--- config.mk ---
export PLATFORM = sky130hd
export DESIGN_NAME = bitstream_byte_feeder
export DESIGN_NICKNAME = d
export VERILOG_FILES = /design/src/rtl/bitstream_byte_feeder_pkg.sv /design/src/rtl/bitstream_byte_feeder_fifo.sv /design/src/rtl/bitstream_byte_feeder.sv
export SDC_FILE = /design/constraint.sdc
export NUM_CORES = 1
export LEC_CHECK = 0
export BUFFER_PORTS_ARGS = -buffer_cell sky130_fd_sc_hd__buf_2
export CORE_ASPECT_RATIO = 0.75
export CORE_MARGIN = 2
export CORE_UTILIZATION = 50
export CTS_BUF_LIST = sky130_fd_sc_hd__clkbuf_16
export DETAILED_ROUTE_END_ITERATION = 8
export GPL_ROUTABILITY_DRIVEN = 1
export GPL_TIMING_DRIVEN = 0
export PLACE_DENSITY = 0.72
export SLEW_MARGIN = 5
export SYNTH_ARGS = -nofsm -noshare
export SYNTH_HDL_FRONTEND = slang
export SYNTH_SLANG_ARGS = --single-unit
--- constraint.sdc ---
create_clock -name clk -period 6.52 [get_ports clk]
set_clock_uncertainty 0.15 [all_clocks]
set_input_delay 1.304 -clock clk [delete_from_list [all_inputs] [get_ports clk]]
set_output_delay 1.304 -clock clk [all_outputs]
set_load 0.05 [all_outputs]
--- src/rtl/bitstream_byte_feeder_pkg.sv ---
`default_nettype none
// ============================================================================
//  Module      : bitstream_byte_feeder_pkg
//  Description : Shared constants and helpers for the bitstream byte feeder.
//                Holds the emulation-prevention byte value, the zero-run
//                tracker encoding and the next-state helper for it.
//  Revision    : 1.0 - initial release
// ============================================================================
package bitstream_byte_feeder_pkg;

    localparam logic [7:0] EPB_BYTE       = 8'h03;
    localparam int         ZERO_RUN_MAX   = 2;
    localparam int         BYTES_PER_WORD = 4;

    // Zero-run tracker states. The encoding equals the number of
    // consecutive 0x00 payload bytes seen, capped at ZERO_RUN_MAX.
    localparam logic [1:0] ZR_Z0 = 2'd0;
    localparam logic [1:0] ZR_Z1 = 2'd1;
    localparam logic [1:0] ZR_Z2 = 2'(ZERO_RUN_MAX);

    // Zero-run state after a byte has been kept as payload.
    function automatic logic [1:0] next_zero_run(input logic [1:0] zr,
                                                 input logic [7:0] b);
        logic [1:0] nxt;
        nxt = ZR_Z0;
        if (b == 8'h00) begin
            case (zr)
                ZR_Z0:   nxt = ZR_Z1;
                ZR_Z1:   nxt = ZR_Z2;
                default: nxt = ZR_Z2;
            endcase
        end
        return nxt;
    endfunction

endpackage : bitstream_byte_feeder_pkg
`default_nettype wire

--- src/rtl/bitstream_byte_feeder_fifo.sv ---
`default_nettype none
// ============================================================================
//  Module      : byte_fifo
//  Description : Small synchronous FIFO with a registered head output.
//                head shows the oldest entry (0 when empty) and is updated on
//                the same edge as the push/pop that changes it, so a byte
//                written into an empty FIFO is visible on the next cycle.
//  Ports       : clk, reset (async, active-high), clear (sync drop-all),
//                push/push_data, pop, head, empty, full, level
//  Revision    : 1.0 - initial release
// ============================================================================
module byte_fifo #(
    parameter int DEPTH = 8,
    parameter int WIDTH = 8
) (
    input  logic                     clk,
    input  logic                     reset,
    input  logic                     clear,
    input  logic                     push,
    input  logic [WIDTH-1:0]         push_data,
    input  logic                     pop,
    output logic [WIDTH-1:0]         head,
    output logic                     empty,
    output logic                     full,
    output logic [$clog2(DEPTH):0]   level
);

    localparam int AW = $clog2(DEPTH);

    logic [WIDTH-1:0] r_mem [DEPTH];
    logic [AW-1:0]    r_rd_ptr;
    logic [AW-1:0]    r_wr_ptr;
    logic [AW:0]      r_count;
    logic [WIDTH-1:0] r_head;

    logic             w_push;
    logic             w_pop;
    logic [AW-1:0]    w_next_rd;
    logic [AW:0]      w_next_count;
    logic [WIDTH-1:0] w_next_head;

    assign empty = (r_count == '0);
    assign full  = (r_count == (AW+1)'(DEPTH));
    assign level = r_count;
    assign head  = r_head;

    assign w_push    = push && !full;
    assign w_pop     = pop && !empty;
    assign w_next_rd = w_pop ? (r_rd_ptr + AW'(1)) : r_rd_ptr;

    always_comb begin
        w_next_count = r_count;
        case ({w_push, w_pop})
            2'b10:   w_next_count = r_count + (AW+1)'(1);
            2'b01:   w_next_count = r_count - (AW+1)'(1);
            default: w_next_count = r_count;
        endcase
    end

    // Head after this edge: if the new head slot is the one being written
    // now, bypass the array so the byte does not lag a cycle.
    always_comb begin
        w_next_head = '0;
        if (w_next_count != '0) begin
            if (w_push && (w_next_rd == r_wr_ptr)) begin
                w_next_head = push_data;
            end else begin
                w_next_head = r_mem[w_next_rd];
            end
        end
    end

    always_ff @(posedge clk) begin
        if (w_push && !clear) begin
            r_mem[r_wr_ptr] <= push_data;
        end
    end

    always_ff @(posedge clk or posedge reset) begin
        if (reset) begin
            r_rd_ptr <= '0;
            r_wr_ptr <= '0;
            r_count  <= '0;
            r_head   <= '0;
        end else if (clear) begin
            r_rd_ptr <= '0;
            r_wr_ptr <= '0;
            r_count  <= '0;
            r_head   <= '0;
        end else begin
            r_rd_ptr <= w_next_rd;
            if (w_push) begin
                r_wr_ptr <= r_wr_ptr + AW'(1);
            end
            r_count <= w_next_count;
            r_head  <= w_next_head;
        end
    end

endmodule : byte_fifo
`default_nettype wire

--- src/rtl/bitstream_byte_feeder.sv ---
`default_nettype none
// ============================================================================
//  Module      : bitstream_byte_feeder
//  Description : Unpacks 32-bit bitstream words MSB byte first, strips
//                emulation-prevention bytes (00 00 03 -> 00 00) and buffers
//                the payload in a byte FIFO for the bin decoder.
//  Ports       : clk, reset (async, active-high), flush (sync slice clear),
//                word_in/word_valid/word_ready (word handshake),
//                request_byte (pop), data/data_valid (head byte),
//                underflow (sticky), fill_level, epb_count (saturating)
//  Revision    : 1.0 - initial release
// ============================================================================
module bitstream_byte_feeder
    import bitstream_byte_feeder_pkg::*;
#(
    parameter int FIFO_DEPTH = 8,
    parameter int CNT_W      = 16
) (
    input  logic                          clk,
    input  logic                          reset,
    input  logic                          flush,
    input  logic [31:0]                   word_in,
    input  logic                          word_valid,
    output logic                          word_ready,
    input  logic                          request_byte,
    output logic [7:0]                    data,
    output logic                          data_valid,
    output logic                          underflow,
    output logic [$clog2(FIFO_DEPTH):0]   fill_level,
    output logic [CNT_W-1:0]              epb_count
);

    localparam logic [1:0] c_LAST_LANE = 2'(BYTES_PER_WORD - 1);

    // Word register state
    logic [31:0]      r_word;
    logic             r_full;
    logic [1:0]       r_lane;
    // EPB filter state
    logic [1:0]       r_zero_run;
    logic             r_underflow;
    logic [CNT_W-1:0] r_epb_count;

    logic [7:0]       w_byte;
    logic             w_drop;
    logic             w_consume;
    logic             w_push;
    logic             w_pop;
    logic             w_accept;
    logic             w_fifo_empty;
    logic             w_fifo_full;

    always_comb begin
        w_byte = 8'h00;
        case (r_lane)
            2'd0:    w_byte = r_word[31:24];
            2'd1:    w_byte = r_word[23:16];
            2'd2:    w_byte = r_word[15:8];
            default: w_byte = r_word[7:0];
        endcase
    end

    assign w_drop     = (r_zero_run == ZR_Z2) && (w_byte == EPB_BYTE);
    // A dropped byte never needs FIFO space, so it proceeds even when full.
    assign w_consume  = r_full && (!w_fifo_full || w_drop);
    assign w_push     = w_consume && !w_drop && !flush;
    assign w_pop      = request_byte && !w_fifo_empty;
    assign word_ready = !r_full || ((r_lane == c_LAST_LANE) && w_consume);
    assign w_accept   = word_valid && word_ready;

    assign data_valid = !w_fifo_empty;
    assign underflow  = r_underflow;
    assign epb_count  = r_epb_count;

    always_ff @(posedge clk or posedge reset) begin
        if (reset) begin
            r_word      <= '0;
            r_full      <= 1'b0;
            r_lane      <= '0;
            r_zero_run  <= ZR_Z0;
            r_underflow <= 1'b0;
            r_epb_count <= '0;
        end else if (flush) begin
            r_full      <= 1'b0;
            r_lane      <= '0;
            r_zero_run  <= ZR_Z0;
            r_underflow <= 1'b0;
        end else begin
            if (request_byte && w_fifo_empty) begin
                r_underflow <= 1'b1;
            end

            if (w_consume) begin
                if (w_drop) begin
                    r_zero_run <= ZR_Z0;
                    if (r_epb_count != '1) begin
                        r_epb_count <= r_epb_count + CNT_W'(1);
                    end
                end else begin
                    r_zero_run <= next_zero_run(r_zero_run, w_byte);
                end
            end

            // An accept on the last-lane cycle reloads the register, so it
            // takes priority over the lane advance / empty transition.
            if (w_accept) begin
                r_word <= word_in;
                r_full <= 1'b1;
                r_lane <= '0;
            end else if (w_consume) begin
                r_lane <= r_lane + 2'd1;
                if (r_lane == c_LAST_LANE) begin
                    r_full <= 1'b0;
                end
            end
        end
    end

    byte_fifo #(
        .DEPTH (FIFO_DEPTH),
        .WIDTH (8)
    ) u_byte_fifo (
        .clk       (clk),
        .reset     (reset),
        .clear     (flush),
        .push      (w_push),
        .push_data (w_byte),
        .pop       (w_pop),
        .head      (data),
        .empty     (w_fifo_empty),
        .full      (w_fifo_full),
        .level     (fill_level)
    );

endmodule : bitstream_byte_feeder
`default_nettype wire
==> impl_results.md <==
- Share of layout cells above drive strength 1: 25.3%
- N_diodes: 0
- Chip height: 105 um
- Cts bufs inserted: 17
- Clock tree root driver cell: clkbuf_16
- Final hold slack: 0.346 ns
- Post-cts sizing count: 0
- 1st-pass router iterations: 6
- CTS tree: yes
- Clock-pin slew on the worst setup and hold paths: 0.06 ns
- Std-Cell Rows: 36
- Port Buffer Count: 67
- Register area: 0.00372 mm2
- Die Area: 0.0145 mm2
- Worst path required time: 6.65 ns
- Most common cell after layout, fill and taps aside: dfrtp_1
- Postcts setup bufs: 0
- Vias per Instance: 6.23
- YS warnings: 0
- Synth cell types: 55
- Slowest Stage Delay on Critical Path: 0.77 ns
- Period Utilization, post-route: 89.3%
- Pin count of the biggest net entering global routing: 73
- Core Area: 0.0131 mm2
- Mapped cell area: 0.00678 mm2
- Area contributors post-synth: edfxtp_1 (28%), dfrtp_1 (27%), mux2_2 (6.1%)
- Initial antenna violation count: 0
- Area grow syn2layout: 17.7%
- Area after DPL: 0.00737 mm2
- Routed WL: 17500 um
- Post-synth ARST share: 52.9%
- Fmax: 172 MHz
- DP HPWL: 11900 um
- Grt ovf: 0
- Peak supply drop: 0.287 mV
- Clock sinks: 136
- Final #Nets: 709
- Least-Margin Pin Slew: 1.11 ns
- Multi-input gate area: 0.00289 mm2
- Number of flops mapped to enable cells by yosys: 64
- Total routing usage reported by global routing: 24.7%
- Startpoint types: flip-flop
- Routed len/inst: 20.8 um
- Final Max Slew Viols: 0
- Post-synthesis instance total: 573
- Vias in the first global route: 5185
- Top cell type's share of synthesized area: 28.3%
- Leak Pwr: 0.00322 uW
- Via count: 5257
- Final GP Congestion: 0.940
- Most frequent cells in the layout: dfrtp_1 (72), buf_2 (69), edfxtp_1 (64), nor2_1 (41), o21ai_0 (40)
- First-pass GRT wire length: 27500 um
- RSZ-0062 raised after global routing: false
- CTS max path bufs: 2
- Fin. Hold Viols: 0
- Chip width: 138 um
- Syn_nets: 622
- Final WS setup: 0.698 ns
- Post-DRT Antenna Nets: 0
- Setup Viol. Count Final: 0
- Peak fanout along the critical path: 11
- # fillers: 1009
- Crit Path Category: reg -> reg
- Hold_buf cts: 0
- Synthesis-stage register bit count: 136
- Pre-CTS setup slack: 0.970 ns
- Crit. End Element: flip-flop
- Post-route cell area: 0.00798 mm2
- CP bufs+invs: 3
- Hold Crit Class: reg -> reg
- DRT iter0 DRCs: 676
- Status: complete, no violations
- Initial core utilization: 51.7%
- Yosys top cell by area: edfxtp_1
- Num ports: 68
- Htree depth: 4
- Worst rel slew slack: 25.6%
- Max Cap Viol: 0
- Crit path arrival time: 5.95 ns
- Worst skew pair latency: 0.42 ns
- DRC Markers: 0
- CP cell instances: inv_1 -> ha_1 -> buf_2 -> a222oi_1 -> a21oi_1 -> nand4b_1 -> nor4_4 -> nor2_1 -> inv_1 -> ha_1 -> ha_1 -> a21o_1 -> a21oi_1 -> xnor2_1 -> or4_1 -> nand3_1 -> o31ai_2 -> o21ai_0
- Most frequent CP cell: ha_1
- Slowest CP cell: a21oi_1
- Delay-heaviest family, CP: simple AND/OR/NAND/NOR gates
- Top_reg_cell synth: dfrtp_1
- Register area share after synthesis: 54.9%
- Syn avg cell area: 11.8 um2
- Fin crit period: 5.82 ns
- Setup TNS: 0 ns
- Power per cell area: 351 mW/mm2
-- layer usage --
layer	routed length [um]	vias to the layer above	track usage, %
met5	0	-	0
li1	-	2329	-
met4	422	0	9.26
met2	7870	296	36.4
met3	1660	52	7.52
met1	7590	2580	34.6
-- flip-flops by register name, summed over array words and instances, names as in the netlist --
name                  count
epb_count                16
r_word                   32
r_full                    1
u_byte_fifo.r_rd_ptr      3
underflow                 1
u_byte_fifo.r_wr_ptr      3
u_byte_fifo.r_mem        64
r_zero_run                2
u_byte_fifo.head          8
r_lane                    2
u_byte_fifo.level         4
-- cell usage after synthesis (3+ instances only) --
cell type / n
dfrtp_1: 72
edfxtp_1: 64
nor2_1: 41
o21ai_0: 40
a21oi_1: 39
nand2_1: 38
mux2_2: 37
a211oi_1: 23
clkbuf_1: 20
inv_1: 18
mux2i_1: 17
nand3_1: 15
xnor2_1: 13
ha_1: 11
nand4_1: 11
a21o_1: 10
xor2_1: 10
mux4_2: 9
nor3_1: 9
a222oi_1: 8
nand2b_1: 6
nor3b_1: 6
a31oi_1: 5
and2_1: 4
nor2b_1: 4
and3_1: 3
buf_4: 3
nor3_2: 3
or3_1: 3
-- power by group --
group	switching [uW]	internal [uW]	total (uW)
sequential	44.1	1000	1050
clock	385	596	981
combinational	531	242	773
total	960	1840	2800
-- worst paths after layout --
path,start,end,slack [ns],cells past startpoint
worst max register to register,r_lane[0],u_byte_fifo.head[4],0.70,18
max in group asynchronous,reset,u_byte_fifo.head[7],4.75,2
worst max-delay path,r_lane[0],u_byte_fifo.head[4],0.70,18
worst min-delay path,underflow,underflow,0.35,2
worst min register to register,underflow,underflow,0.35,2
min in group asynchronous,reset,r_word[12],0.93,2
-- worst register-to-register path, stage by stage, from the launching register on --
cell and delay (ns):
dfrtp_1 0.44, inv_1 0.14, ha_1 0.16, buf_2 0.20, a222oi_1 0.13, a21oi_1 0.77, nand4b_1 0.53, nor4_4 0.61
nor2_1 0.13, inv_1 0.09, ha_1 0.19, ha_1 0.24, a21o_1 0.19, a21oi_1 0.18, xnor2_1 0.13, or4_1 0.42
nand3_1 0.34, o31ai_2 0.25, o21ai_0 0.41
-- stage by stage --
| stage | utilization [%] | instances | power [uW] |
|---|---|---|---|
| 2_1_floorplan | - | 573 | 1600 |
| 3_3_place_gp | 55.9 | 811 | 1790 |
| 3_5_place_dp | 56.2 | 812 | 1810 |
| 4_1_cts | 60.9 | 844 | 2790 |
| 5_1_grt | 60.9 | 844 | 2910 |
| 6_report | 60.9 | 844 | 2800 |
-- cells by family after synthesis --
kind of cell	Yosys count	share of synthesized area, %
AND/OR/NAND/NOR	151	11.5
AO/OA/AOI/OAI	139	13.3
flip-flops	136	54.9
multiplexers	63	11.6
buffers and inverters	48	2.99
XOR/XNOR	24	3.32
adder cells (fa/ha/maj)	12	2.32
-- final cells by class --
| cell class | count | share of cell area [%] |
|---|---|---|
| multi-input cells | 389 | 36.2 |
| repair buffers | 68 | 4.29 |
| well taps | 171 | 2.68 |
| plain buffers | 29 | 1.65 |
| clock buffers | 20 | 6.27 |
| flip-flops and latches | 136 | 46.6 |
| clock inverters | 12 | 1.38 |
| inverters | 19 | 0.925 |
No activity file was read; power rests on OpenSTA's default activity.
